===== config.mk =====
export PLATFORM = sky130hd
export DESIGN_NAME = tag_rx_symb_accum
export DESIGN_NICKNAME = d
export VERILOG_FILES = /design/src/rtl/tag_rx_symb_accum.sv
export SDC_FILE = /design/constraint.sdc
export NUM_CORES = 1
export LEC_CHECK = 0
export CORE_UTILIZATION = 61
export DETAILED_ROUTE_END_ITERATION = 12
export GPL_TIMING_DRIVEN = 0
export PLACE_DENSITY = 0.85
export SYNTH_ARGS = -nofsm -noshare
export SYNTH_HDL_FRONTEND = slang
export SYNTH_HIERARCHICAL = 1
export SYNTH_SLANG_ARGS = --single-unit

===== constraint.sdc =====
create_clock -name clk -period 7.85 [get_ports clk]
set_clock_uncertainty 0.2 [all_clocks]
set_input_delay 2.355 -clock clk [delete_from_list [all_inputs] [get_ports clk]]
set_output_delay 2.355 -clock clk [all_outputs]
set_load 0.02 [all_outputs]

===== src/rtl/tag_rx_symb_accum.sv =====
// Integrate-and-dump of the baseband I/Q stream: after each sync, sums NSYMB windows of NSIG valid samples.
// Optional: define TAG_RX_ACCUM_RESYNC_EN to let a sync_stb during accumulation restart the frame.

module tag_rx_symb_accum_lane #(
  parameter int DATA_WIDTH = 16,
  parameter int ACC_WIDTH  = 36
) (
  input  logic                  clk,
  input  logic                  reset_n,
  input  logic                  take,
  input  logic                  first,
  input  logic                  dump,
  input  logic [DATA_WIDTH-1:0] smp,
  output logic [ACC_WIDTH-1:0]  sum
);
  logic [ACC_WIDTH-1:0] acc, ext, acc_nxt;

  assign ext     = {{(ACC_WIDTH-DATA_WIDTH){smp[DATA_WIDTH-1]}}, smp};
  // Sample 0 loads directly so back-to-back symbols need no clear cycle.
  assign acc_nxt = first ? ext : acc + ext;

  always_ff @(posedge clk or negedge reset_n) begin
    if (!reset_n) begin
      acc <= '0;
      sum <= '0;
    end else begin
      if (take) acc <= acc_nxt;
      if (dump) sum <= acc_nxt;
    end
  end
endmodule

module tag_rx_symb_accum #(
  parameter int DATA_WIDTH  = 16,
  parameter int NSIG        = 262144,
  parameter int NSYMB       = 4,
  parameter int NSYMB_WIDTH = 16
) (
  input  logic                                clk,
  input  logic                                reset_n,
  input  logic                                run,
  input  logic                                sync_stb,
  input  logic                                in_valid,
  input  logic [DATA_WIDTH-1:0]               i_in,
  input  logic [DATA_WIDTH-1:0]               q_in,
  output logic                                out_valid,
  output logic [DATA_WIDTH+$clog2(NSIG):0]    i_acc,
  output logic [DATA_WIDTH+$clog2(NSIG):0]    q_acc,
  output logic [NSYMB_WIDTH-1:0]              symb_idx,
  output logic                                frame_done,
  output logic [1:0]                          state
);
  localparam int ACC_WIDTH = DATA_WIDTH + $clog2(NSIG) + 1;
  localparam int SW        = $clog2(NSIG);
  localparam int NUM_LANES = 2;
  localparam logic [SW-1:0]          LAST_SAMP = SW'(NSIG - 1);
  localparam logic [NSYMB_WIDTH-1:0] LAST_SYMB = NSYMB_WIDTH'(NSYMB - 1);
`ifdef TAG_RX_ACCUM_RESYNC_EN
  localparam bit RESYNC = 1'b1;
`else
  localparam bit RESYNC = 1'b0;
`endif

  typedef enum logic [1:0] {IDLE = 2'd0, ARMED = 2'd1, ACCUM = 2'd2} state_t;

  state_t                  st, st_nxt;
  logic [SW-1:0]           samp_cnt, eff_samp;
  logic [NSYMB_WIDTH-1:0]  symb_cnt, eff_symb;
  logic                    restart, take, first, last, frame_end;

  logic [NUM_LANES-1:0][DATA_WIDTH-1:0] smp;
  logic [NUM_LANES-1:0][ACC_WIDTH-1:0]  sum;

  assign state = st;

  // A sync-triggered start makes the current sample (if valid) sample 0 of symbol 0.
  always_comb begin
    restart   = run && sync_stb && (st == ARMED || (RESYNC && st == ACCUM));
    take      = run && in_valid && (restart || st == ACCUM);
    eff_samp  = restart ? '0 : samp_cnt;
    eff_symb  = restart ? '0 : symb_cnt;
    first     = (eff_samp == '0);
    last      = take && (eff_samp == LAST_SAMP);
    frame_end = last && (eff_symb == LAST_SYMB);
  end

  always_comb begin
    st_nxt = st;
    if (!run) st_nxt = IDLE;
    else begin
      case (st)
        IDLE:    st_nxt = ARMED;
        ARMED:   if (sync_stb) st_nxt = ACCUM;
        ACCUM:   if (frame_end) st_nxt = ARMED;
        default: st_nxt = IDLE;
      endcase
    end
  end

  always_ff @(posedge clk or negedge reset_n) begin
    if (!reset_n) st <= IDLE;
    else          st <= st_nxt;
  end

  always_ff @(posedge clk or negedge reset_n) begin
    if (!reset_n) begin
      samp_cnt <= '0;
      symb_cnt <= '0;
    end else if (!run || st == IDLE) begin
      samp_cnt <= '0;
      symb_cnt <= '0;
    end else if (take) begin
      if (last) begin
        samp_cnt <= '0;
        symb_cnt <= frame_end ? '0 : eff_symb + 1'b1;
      end else begin
        samp_cnt <= eff_samp + 1'b1;
        symb_cnt <= eff_symb;
      end
    end else if (restart) begin
      samp_cnt <= '0;
      symb_cnt <= '0;
    end
  end

  always_ff @(posedge clk or negedge reset_n) begin
    if (!reset_n) begin
      out_valid  <= 1'b0;
      frame_done <= 1'b0;
      symb_idx   <= '0;
    end else begin
      out_valid  <= last;
      frame_done <= frame_end;
      if (last) symb_idx <= eff_symb;
    end
  end

  assign smp = {q_in, i_in};

  for (genvar l = 0; l < NUM_LANES; l++) begin : g_lane
    tag_rx_symb_accum_lane #(
      .DATA_WIDTH (DATA_WIDTH),
      .ACC_WIDTH  (ACC_WIDTH)
    ) u_lane (
      .clk     (clk),
      .reset_n (reset_n),
      .take    (take),
      .first   (first),
      .dump    (last),
      .smp     (smp[l]),
      .sum     (sum[l])
    );
  end

  assign i_acc = sum[0];
  assign q_acc = sum[1];
endmodule


==> impl_metrics.ini <==
[global_route]
top_usage_layer = met2
antenna_found_initial = 0
grt_max_degree = 99
grt_util_met1 = 0.462
grt_pass1_wl_um = 54100
grt_overflow = 0
use_met3 = 0.0427
grt_pass1_vias = 10800
track_usage = 0.330
grt_use_met2 = 0.529

[floorplanning]
initial_utilization = 0.629
fp.dieW_um = 144
die_h_um = 144
die-area_um2 = 20900
rows = 51
core-area_um2 = 19700
io_pins = 127

[power_and_ir_drop]
netSwitchingFraction = 0.386
p_int_w = 0.00221
ir_drop_mv = 0.171
power_frac_seq = 0.335
p_leak_nw = 6.33
powerDensity_nw_per_um2 = 246
switchingPower_w = 0.00139
clock_power_share = 0.247
total_power_w = 0.00359
p_comb_frac = 0.417

[cts]
cts_buffers = 17
cts-root-buf = clkbuf_16
clock-sinks = 194
insertion_delay_ns = 0.45
post-cts-setup-buffer-count = 0
cts_tree = yes
hold_buffers = 0
cts-resized-gates = 0
cts_buffer_depth = 2
clk_pin_slew_ns = 0.08
htreeDepth = 4

[run_status]
outcome = completed

[placed_design]
place_inst = 1800
gp_congestion = 0.925
hpwl_um = 24200
io_buffers = 126

[worst_hold_path]
whs_path_depth = 2
holdCritStartpoint = symb_idx[4]
min_path_type = reg2reg

[final_layout]
drive_gt1_frac = 0.0728
area_delta_synth_final_pct = 17.9
final_cell_mix = a21oi_1 (225), dfrtp_1 (194), nor2_1 (191)
nFillCells = 1550
antenna_cells = 0
final_common_cell = a21oi_1
post-route-util = 0.742
nets = 1664
final_cells = 1832

[sta]
fin_crit_ns = 6.66
hold_viol_final = 0
rsz0062_at_grt = false
relSlewSlack = 0.177
fmax_ghz = 0.150
finalSetupViolCount = 0
slew_viol_final = 0
timing.hold.ws_ns = 0.287
fin_crit_sh = 0.849
max_slew.worst_pin.slew_ns = 1.23

[synthesis]
synthArstFlopShare = 1.00
synth_seq_cells = 194
syn_inst = 1408
yosysUniqueCellTypes = 93
yosysWarnings = 6
synth_edf_count = 0
ys_seq_area_frac = 0.392
syn_nets = 1518
synth_area_per_cell_um2 = 8.79
ys.flop_type = dfrtp_1
synthesis.area_um2 = 12400

[drt]
ant_nets = 0
drc = 0
totalWireLength_um = 33700
via_per_inst = 6.29
wl_per_cell_um = 18.4
via_count = 11500
drtPass1Iterations = 5
drtIter0Drc = 923

[setup_path]
arrival_ns = 6.76
endpoint = g_lane[1].u_lane/sum[8]
r2r_cells = 12
r2r-start = state[1]
crit_fanout = 10
worstSetupPathType = in2reg
worstPathRequired_ns = 7.95
startpoint_type = input port
worstSetupStartpoint = sync_stb
critPathCaptureType = flip-flop
r2r-end = g_lane[1].u_lane/sum[8]
rrSetupSlack_ns = 3.04

[run]
maxCapViolCount = 0
## flip-flops by register name, indices dropped and copies added (netlist names)
signal,cells
g_lane.u_lane/acc,70
g_lane.u_lane/sum,70
samp_cnt,18
symb_cnt,16
symb_idx,16
state,2
frame_done,1
out_valid,1
## worst min path at each step
| stage | end |
|---|---|
| 5_1_grt | symb_idx[8] |
| 2_1_floorplan | g_lane[0].u_lane/acc[32] |
| 3_5_place_dp | symb_idx[5] |
| 4_1_cts | symb_idx[4] |
| 3_3_place_gp | symb_idx[3] |
| 6_report | symb_idx[4] |
## worst max-delay path: stages
cell	delay [ns]
clkdlybuf4s50_1	0.47
nand4b_1	0.36
clkbuf_1	0.47
nand2_1	0.20
inv_1	0.09
ha_1	0.22
nand4b_1	0.25
nor4_4	0.47
and2_1	0.50
buf_6	0.21
clkbuf_1	0.52
clkbuf_1	0.50
a21oi_1	0.13
## cells in the mapped netlist (all sizes together), types with 15 or more instances
library cell	count	area [um^2]
a21oi	231	1190
dfrtp	194	4850
nor2	191	717
nand2	114	428
ha	71	888
o21ai	69	345
clkbuf	53	220
a21o	43	328
xnor2	40	350
nand3	37	190
inv	34	128
nand4	27	175
xor2	26	228
mux2	20	225
and3	16	108
mux2i	16	160
buf	15	106
## stage by stage
| step | worst slack, ns | area [um^2] | setup TNS [ns] |
|---|---|---|---|
| 6_report | 1.19 | 14600 | 0 |
| 5_1_grt | 0.928 | 14600 | 0 |
| 4_1_cts | 1.27 | 14600 | 0 |
| 3_5_place_dp | 0.815 | 14000 | 0 |
| 3_3_place_gp | -3.75 | 14000 | -723.32 |
| 2_1_floorplan | 2.62 | 12400 | 0 |
## routing by layer
metal,routed length (um),vias to the layer above
li1,-,5369
met1,15000,5599
met2,15500,483
met3,2390,75
met4,827,0
met5,0,-
## layout make-up
cell class	instances	area, um^2	area share
multi-input combinational	1109	7010	0.480
sequential	194	4850	0.333
timing repair buffer	127	1290	0.0887
clock buffer	17	425	0.0292
buffer	71	379	0.0260
tap	265	332	0.0227
clock inverter	15	168	0.0115
inverter	34	128	0.00875
## power groups by stage
stage | logic (W) | clock network (W) | registers, W
after floorplan | 0.00115 | 0 | 0.00120
after detailed placement | 0.00145 | 0 | 0.00122
final | 0.00150 | 0.000889 | 0.00121
after global placement | 0.00141 | 0 | 0.00121
after CTS | 0.00147 | 0.000894 | 0.00120
after global routing | 0.00165 | 0.000932 | 0.00122
## kinds of logic (layout without fill, tap and decap cells)
group	Yosys count	in the layout	synth area share
AND/OR/NAND/NOR	487	487	0.191
XOR/XNOR	66	66	0.0467
AO/OA/AOI/OAI	447	447	0.223
adder cells (fa/ha/maj)	73	73	0.0750
flip-flops	194	194	0.392
multiplexers	36	36	0.0312
buffers and inverters	105	264	0.0410
(Power assumes the default switching activity.)
